===== src/rtl/siren_pkg.sv =====
// Shared types and the fixed pitch profiles for the siren sequencer.
package siren_pkg;

    typedef enum logic [1:0] {
        WAIL = 2'd0,
        YELP = 2'd1,
        HILO = 2'd2,
        AUTO = 2'd3
    } mode_e;

    typedef enum logic [1:0] {
        IDLE = 2'd0,
        GAP  = 2'd1,
        RUN  = 2'd2
    } state_e;

    typedef struct packed {
        logic [13:0] lo;
        logic [13:0] hi;
        logic [7:0]  speed;
    } profile_t;

    // HILO steps by hi-lo (403); only its low byte fits the 8-bit wspeed output.
    localparam profile_t PROFILES [3] = '{
        '{lo: 14'd671, hi: 14'd2013, speed: 8'd8},
        '{lo: 14'd671, hi: 14'd2013, speed: 8'd64},
        '{lo: 14'd805, hi: 14'd1208, speed: 8'(1208 - 805)}
    };

    function automatic profile_t profile_of(input mode_e m);
        case (m)
            YELP:    return PROFILES[1];
            HILO:    return PROFILES[2];
            default: return PROFILES[0];
        endcase
    endfunction

    function automatic mode_e next_mode(input mode_e m);
        case (m)
            WAIL:    return YELP;
            YELP:    return HILO;
            default: return WAIL;
        endcase
    endfunction

endpackage


===== src/rtl/wclk_prescaler.sv =====
// Free-running divider producing the 50% wailing clock and a strobe on its rising toggle.
module wclk_prescaler #(
    parameter int unsigned DIV = 2_100_840
) (
    input  logic clk,
    input  logic reset,
    output logic wclk,
    output logic tick
);

    localparam int unsigned CW = $clog2(DIV);
    localparam logic [CW-1:0] HalfLast = CW'(DIV / 2 - 1);
    localparam logic [CW-1:0] Last     = CW'(DIV - 1);

    logic [CW-1:0] cnt_q, cnt_d;
    logic          wclk_q, wclk_d;

    always_comb begin
        cnt_d  = (cnt_q == Last) ? '0 : cnt_q + CW'(1);
        wclk_d = wclk_q;
        if (cnt_q == HalfLast || cnt_q == Last) begin
            wclk_d = ~wclk_q;
        end
    end

    always_ff @(posedge clk or posedge reset) begin
        if (reset) begin
            cnt_q  <= '0;
            wclk_q <= 1'b0;
        end else begin
            cnt_q  <= cnt_d;
            wclk_q <= wclk_d;
        end
    end

    assign wclk = wclk_q;
    assign tick = (cnt_q == HalfLast);

endmodule


===== src/rtl/siren_sequencer.sv =====
// Siren controller: sequences muted gaps and pitch profiles for the wail datapath.
module siren_sequencer
    import siren_pkg::*;
#(
    parameter int unsigned WCLK_DIV    = 2_100_840,
    parameter int unsigned GAP_TICKS   = 4,
    parameter int unsigned DWELL_TICKS = 143
) (
    input  logic        clk,
    input  logic        reset,
    input  logic        start,
    input  logic        stop,
    input  logic [1:0]  mode_sel,
    input  logic        mode_load,
    output logic        wclk,
    output logic [13:0] lo_pitch,
    output logic [13:0] hi_pitch,
    output logic [7:0]  wspeed,
    output logic        mute,
    output logic        active,
    output logic [1:0]  cur_mode
);

    localparam int unsigned GW = $clog2(GAP_TICKS + 1);
    localparam int unsigned DW = $clog2(DWELL_TICKS + 1);
    localparam logic [GW-1:0] GapLast   = GW'(GAP_TICKS - 1);
    localparam logic [DW-1:0] DwellLast = DW'(DWELL_TICKS - 1);

    logic tick;

    wclk_prescaler #(
        .DIV (WCLK_DIV)
    ) u_prescaler (
        .clk   (clk),
        .reset (reset),
        .wclk  (wclk),
        .tick  (tick)
    );

    state_e        state_q, state_d;
    mode_e         sel_q, sel_d;
    mode_e         target_q, target_d;
    logic          auto_q, auto_d;
    logic [GW-1:0] gap_q, gap_d;
    logic [DW-1:0] dwell_q, dwell_d;
    profile_t      prof_q, prof_d;
    mode_e         cur_q, cur_d;
    logic          mute_q, mute_d;
    logic          active_q, active_d;
    mode_e         sel_in;

    always_comb begin
        sel_in   = mode_e'(mode_sel);
        state_d  = state_q;
        sel_d    = sel_q;
        target_d = target_q;
        auto_d   = auto_q;
        gap_d    = gap_q;
        dwell_d  = dwell_q;
        prof_d   = prof_q;
        cur_d    = cur_q;

        if (stop) begin
            state_d = IDLE;
        end else begin
            unique case (state_q)
                IDLE: begin
                    if (start) begin
                        state_d  = GAP;
                        sel_d    = sel_in;
                        target_d = (sel_in == AUTO) ? WAIL : sel_in;
                        auto_d   = (sel_in == AUTO);
                        gap_d    = '0;
                    end
                end
                GAP: begin
                    // A retarget during the gap keeps the gap count running.
                    if (mode_load) begin
                        sel_d    = sel_in;
                        target_d = (sel_in == AUTO) ? WAIL : sel_in;
                        auto_d   = (sel_in == AUTO);
                    end
                    if (tick) begin
                        if (gap_q == GapLast) begin
                            state_d = RUN;
                            prof_d  = profile_of(target_d);
                            cur_d   = target_d;
                            gap_d   = '0;
                            dwell_d = '0;
                        end else begin
                            gap_d = gap_q + GW'(1);
                        end
                    end
                end
                RUN: begin
                    if (mode_load && sel_in != sel_q) begin
                        state_d  = GAP;
                        sel_d    = sel_in;
                        target_d = (sel_in == AUTO) ? WAIL : sel_in;
                        auto_d   = (sel_in == AUTO);
                        gap_d    = '0;
                    end else if (auto_q && tick) begin
                        if (dwell_q == DwellLast) begin
                            state_d  = GAP;
                            target_d = next_mode(cur_q);
                            gap_d    = '0;
                        end else begin
                            dwell_d = dwell_q + DW'(1);
                        end
                    end
                end
                default: state_d = IDLE;
            endcase
        end

        mute_d   = (state_d != RUN);
        active_d = (state_d != IDLE);
    end

    always_ff @(posedge clk or posedge reset) begin
        if (reset) begin
            state_q  <= IDLE;
            sel_q    <= WAIL;
            target_q <= WAIL;
            auto_q   <= 1'b0;
            gap_q    <= '0;
            dwell_q  <= '0;
            prof_q   <= '0;
            cur_q    <= WAIL;
            mute_q   <= 1'b1;
            active_q <= 1'b0;
        end else begin
            state_q  <= state_d;
            sel_q    <= sel_d;
            target_q <= target_d;
            auto_q   <= auto_d;
            gap_q    <= gap_d;
            dwell_q  <= dwell_d;
            prof_q   <= prof_d;
            cur_q    <= cur_d;
            mute_q   <= mute_d;
            active_q <= active_d;
        end
    end

    assign lo_pitch = prof_q.lo;
    assign hi_pitch = prof_q.hi;
    assign wspeed   = prof_q.speed;
    assign cur_mode = cur_q;
    assign mute     = mute_q;
    assign active   = active_q;

endmodule


===== config.mk =====
export PLATFORM = sky130hd
export DESIGN_NAME = siren_sequencer
export DESIGN_NICKNAME = d
export VERILOG_FILES = /design/src/rtl/siren_pkg.sv /design/src/rtl/wclk_prescaler.sv /design/src/rtl/siren_sequencer.sv
export SDC_FILE = /design/constraint.sdc
export NUM_CORES = 1
export LEC_CHECK = 0
export ABC_CLOCK_PERIOD_IN_PS = 2820
export BUFFER_PORTS_ARGS = -buffer_cell sky130_fd_sc_hd__buf_2
export CORE_MARGIN = 4
export CORE_UTILIZATION = 35
export DETAILED_ROUTE_END_ITERATION = 10
export GPL_ROUTABILITY_DRIVEN = 0
export PLACE_DENSITY = 0.56
export REMOVE_ABC_BUFFERS = 1
export SLEW_MARGIN = 30
export SYNTH_ARGS = -nofsm -noshare
export SYNTH_HDL_FRONTEND = slang
export SYNTH_SLANG_ARGS = --single-unit

===== constraint.sdc =====
create_clock -name clk -period 2.82 [get_ports clk]
set_input_delay 0.423 -clock clk [delete_from_list [all_inputs] [get_ports clk]]
set_output_delay 0.423 -clock clk [all_outputs]
set_load 0.03 [all_outputs]

==> results of run 1 <==
metal layers:
layer	wire, um	share of wire [%]	track usage (%)	vias to the layer above
li1	-	-	-	1083
met1	2990	49	18.4	1039
met2	2760	45	19.4	41
met3	256	4.2	2.50	9
met4	85	1.4	3.83	0
met5	0	0	0	-
synth_stat cells (all sizes together), types with 8 or more instances:
master  number
mux2i        9
xnor2       13
nor3        13
dfrtp       49
buf         32
nor2        21
nand4       13
nand2       17
mux2         9
nand3        8
inv         18
xor2        10
ha          11
o21ai       10
logic make-up (layout without fill, tap and decap cells):
kind of cell               count (synthesis)  in the layout
DFF                                       50             50
and+or+nand+nor                          103            103
xor gates and xnor gates                  23             23
muxes                                     18             18
AOI/OAI and AO/OA                         42             42
adders and majority gates                 11             11
other                                      1             11
buffers and inverters                     51             74
state kept, by name, summed over array words and instances (netlist names):
signal             flops
mute                   1
u_prescaler.wclk       1
target_q               2
u_prescaler.cnt_q     22
state_q                2
active                 1
wspeed                 2
gap_q                  3
sel_q                  2
cur_mode               2
hi_pitch               3
dwell_q                8
auto_q                 1
power groups by stage:
stage / Clock (mW) / Sequential [mW] / Combinational [mW]
2_1_floorplan: 0 / 0.768 / 0.122
3_3_place_gp: 0 / 0.768 / 0.169
3_5_place_dp: 0 / 0.769 / 0.172
4_1_cts: 0.493 / 0.755 / 0.172
5_1_grt: 0.532 / 0.758 / 0.195
6_report: 0.477 / 0.755 / 0.172
worst min path at each step:
| stage | to | slack, ns | cells after the start |
|---|---|---|---|
| 2_1_floorplan | gap_q[2] | 0.45 | 1 |
| 3_5_place_dp | u_prescaler.cnt_q[3] | 0.43 | 2 |
| 3_3_place_gp | u_prescaler.cnt_q[3] | 0.42 | 2 |
| 6_report | wspeed[6] | 0.07 | 2 |
| 4_1_cts | wspeed[6] | 0.09 | 2 |
| 5_1_grt | wspeed[6] | 0.11 | 2 |
repair_timing:
item	in CTS	in global routing
gates resized for setup	0	3
endpoints found under the setup margin	0	8
setup buffers	0	1
through the flow:
stage / cells / hold WS, ns / utilization (%)
2_1_floorplan: 276 / 0.449 / -
3_3_place_gp: 428 / 0.422 / 38.4
3_5_place_dp: 428 / 0.425 / 38.4
4_1_cts: 436 / 0.0860 / 39.7
5_1_grt: 437 / 0.108 / 39.9
6_report: 437 / 0.0709 / 39.9
final cells by class:
cell class,count,area (um^2)
well taps,105,131
inverters,18,67.6
clock buffers,7,96.3
flip-flops and latches,50,1250
clock inverters,1,8.76
multi-input cells,208,1460
repair buffers,48,270
fillers,850,4930
==> metrics.txt, run 1 <==
outcome complete, no violations; CTS Buffer Depth 2; Setup CP Type register to register; htree depth 2; Max Fclk 366 MHz; iteration count of the initial detailed-routing pass 4; Post-DP Area 3160 um^2; launching element type of the critical path register; CP max stage delay 0.54 ns; R2R depth 6; worst-path cell chain ha_1 -> or4bb_4 -> or4_4 -> or3b_4 -> or4_1 -> a21oi_1; Die Width 100 um; worst setup margin 0.0840 ns; WP depth 6; worst-skew pair later-pin latency 0.31 ns; hold crit path type input port to asynchronous set/reset pin; XOR/XNOR share of the synthesized area 6.79%; number of synthesized flops with an enable pin 0; largest net degree at the start of global routing 34; Slew Viols, Final 0; Critical Path End dwell_q[3]; die area 10000 um^2; share of cells above drive strength 1 23.5%; flop2flop setup slack 0.08 ns; main combinational cell family by area after synthesis simple AND/OR/NAND/NOR gates; Reg-to-Reg End dwell_q[3]; vias in the first global route 2047; Worst Setup Slack post-DPL 0.106 ns; diode count 0; commonest non-fill, non-tap cell in the layout dfrtp_1; fin area 3280 um^2; overall routing resource usage 12.8%; CP max-delay cell or4bb_4; Synth top area share 41.4%; initial antenna violation count 0; critical path endpoint category register; max_cap viols 0; drt via density 4.97; Distinct cells, synth 51; crit path max fanout 6; worst reg2reg path startpoint u_prescaler.cnt_q[0]; post-layout min period 2.74 ns; Clock Power Share 34.0%; Logic pwr share 12.2%; Seq pwr share 53.8%; final global-route overflow total 0; Root Driver clkbuf_8; num rows 33; Synth Area in Adders 4.64%; Int Power 1.02 mW; Area growth syn-to-layout 10.7%; Worst-path clk slew 0.10 ns; worst path bufs/invs 0; Post-CTS Hold Buffers 0; Fin Setup TNS 0 ns; P_sw 0.382 mW; Rel. slew slack 53.6%; proportion of synthesized area in mux cells 6.46%; total CTS buffers 5; total number of yosys warnings 0; Post-layout nets 349; crit path DAT 2.97 ns; register area share after synthesis 42.2%; Sink Count 50; P_leak 1.53 nW; initial core utilization 36.1%; Routed WL per cell 13.9 um; Final Hold Viols 0; CP top delay family simple AND/OR/NAND/NOR gates; most frequent cells in the layout 49 x dfrtp_1, 36 x buf_2, 21 x nor2_1, 17 x nand2_1, 17 x inv_1; Avg Cell Area, Syn 9.92 um^2; chip height 100 um; cell accounting for the most synthesized area dfrtp_1; total core area 8220 um^2; wirelength, routed 6090 um; Post-route DRC 0; global-route wire length before repair 10300 um; Crit path required time 3.05 ns; Pwr Total 1.40 mW; final setup fails 0; compound-cell area share of the yosys netlist 9.66%; VDD IR max 220 uV; # IOs 48; Final ANT Viol Nets 0; Setup crit start u_prescaler.cnt_q[0]; Cell Pwr Density 428 nW/um^2; Top FF cell, synth dfrtp_1; vias post-DR 2172; Setup Skew 0.0123 ns; Worst Max-Slew Pin Slew 0.689 ns; Sw Ratio 27.2%; initial DRC count 53; Simple-Gate Fraction of Synth Area 19.7%; Buffers on Ports 36; CTS tree done; DP HPWL 4610 um; cell area after synthesis 2970 um^2; Final Cycle Share 97.0%; Async SR Flop Fraction 100%; Syn Inst Count 299; largest cells by area after synthesis dfrtp_1 41%, buf_4 7.8%, ha_1 4.6%; Synth Register Bits 50
No activity file was read; power rests on OpenSTA's default activity.
==> inputs of run 2 (changes only) <==
- ABC_CLOCK_PERIOD_IN_PS: 2820 -> 3100
- PLACE_DENSITY: 0.56 -> 0.54
- clock period: 2.82 -> 3.1 ns (I/O delays scaled with it)
==> metrics.txt, run 2 (synthesis gave the netlist of run 1 again) <==
Slew Viols, Final 0; Post-DP Area 3080 um^2; Post-CTS Setup Inserts 0; Reg-to-Reg End wspeed[6]; iteration count of the initial detailed-routing pass 4; critical path endpoint category register; top flop regs u_prescaler.cnt_q (22), dwell_q (8); max_cap viols 0; R2R depth 6; crit path DAT 3.04 ns; drt via density 5.10; diode count 0; Post-route DRC 0; wirelength, routed 5940 um; Rel. slew slack 49.5%; worst-path cell chain ha_1 -> or4bb_1 -> or4_4 -> nor3_1 -> nor3b_4 -> mux2_2; Sink Count 50; RSZ-0062 raised after global routing no; initial DRC count 88; worst path bufs/invs 0; crit path max fanout 7; Routed WL per cell 13.9 um; fin area 3170 um^2; # IOs 48; VDD IR max 162 uV; largest net degree at the start of global routing 51; final setup fails 0; CTS Buffer Depth 2; share of cells above drive strength 1 19.9%; total CTS buffers 5; hold crit path type input port to asynchronous set/reset pin; overall routing resource usage 12.4%; most frequent cells in the layout 49 x dfrtp_1, 36 x buf_2, 21 x nor2_1, 17 x nand2_1, 17 x inv_1; Hold WS 0.224 ns; htree depth 2; Final Hold Viols 0; Post-layout nets 338; launching element type of the critical path register; Worst-path clk slew 0.09 ns; cts repair resizes 0; Setup CP Type register to register; Final ANT Viol Nets 0; CP max-delay cell or4bb_1; vias in the first global route 2103; outcome complete, no violations; commonest non-fill, non-tap cell in the layout dfrtp_1; Fin Setup TNS 0 ns; Max Fclk 352 MHz; chip height 100 um; max reg flops 22; CTS tree done; global-route wire length before repair 10000 um; Die Width 100 um; Buffers on Ports 36; total core area 8220 um^2; Root Driver clkbuf_8; initial antenna violation count 0; DP HPWL 4430 um; die area 10000 um^2; worst-skew pair later-pin latency 0.30 ns; Crit path required time 3.30 ns; Worst Max-Slew Pin Slew 0.751 ns; final global-route overflow total 0; Cell Pwr Density 384 nW/um^2; CP top delay family simple AND/OR/NAND/NOR gates; flop2flop setup slack 0.26 ns; Final Cycle Share 91.6%; Most flops, register u_prescaler.cnt_q; vias post-DR 2171; CP max stage delay 0.55 ns; initial core utilization 36.1%; post-layout min period 2.84 ns; Post-CTS Hold Buffers 0; Area growth syn-to-layout 7.00%; Setup Skew 0.00555 ns; P_leak 1.46 nW; worst reg2reg path startpoint u_prescaler.cnt_q[0]; num rows 33
-- run 2: per-layer routing --
metal / part of all wire [%] / global-route usage [%] / wire (um)
met2: 46 / 20.3 / 2750
met3: 7.0 / 2.78 / 414
met4: 0.84 / 3.32 / 50
met1: 46 / 16.7 / 2720
met5: 0 / 0 / 0
-- run 2: area by class of cell --
cell class,count,area [um^2]
fillers,833,5040
clock buffers,5,68.8
inverters,18,70.1
repair buffers,37,188
multi-input cells,208,1440
clock inverters,3,21.3
flip-flops and latches,50,1250
well taps,105,131
-- run 2: how the worst max path moves through the flow --
stage                               from          to  slack (ns)  cells after the start
floorplan           u_prescaler.cnt_q[0]  dwell_q[3]        0.47                      6
global placement    u_prescaler.cnt_q[0]   wspeed[6]        0.30                      6
detailed placement  u_prescaler.cnt_q[0]   wspeed[6]        0.28                      6
CTS                 u_prescaler.cnt_q[0]   wspeed[6]        0.25                      6
global route        u_prescaler.cnt_q[0]   wspeed[6]        0.04                      6
finish              u_prescaler.cnt_q[0]   wspeed[6]        0.26                      6
-- run 2: report_power, final --
part           switching (mW)  leakage (nW)  total [mW]  internal, mW
clock                   0.223        0.0441       0.382         0.159
sequential             0.0150         0.660       0.687         0.672
combinational           0.102         0.756       0.148        0.0465
-- run 2: stage by stage --
| step | power, mW | std cells | utilization (%) | worst slack [ns] |
|---|---|---|---|---|
| 3_3_place_gp | 0.845 | 418 | 37.5 | 0.305 |
| 6_report | 1.22 | 426 | 38.6 | 0.261 |
| 4_1_cts | 1.24 | 426 | 38.6 | 0.254 |
| 2_1_floorplan | 0.809 | 276 | - | 0.472 |
| 3_5_place_dp | 0.848 | 418 | 37.5 | 0.280 |
| 5_1_grt | 1.29 | 426 | 38.6 | 0.0358 |
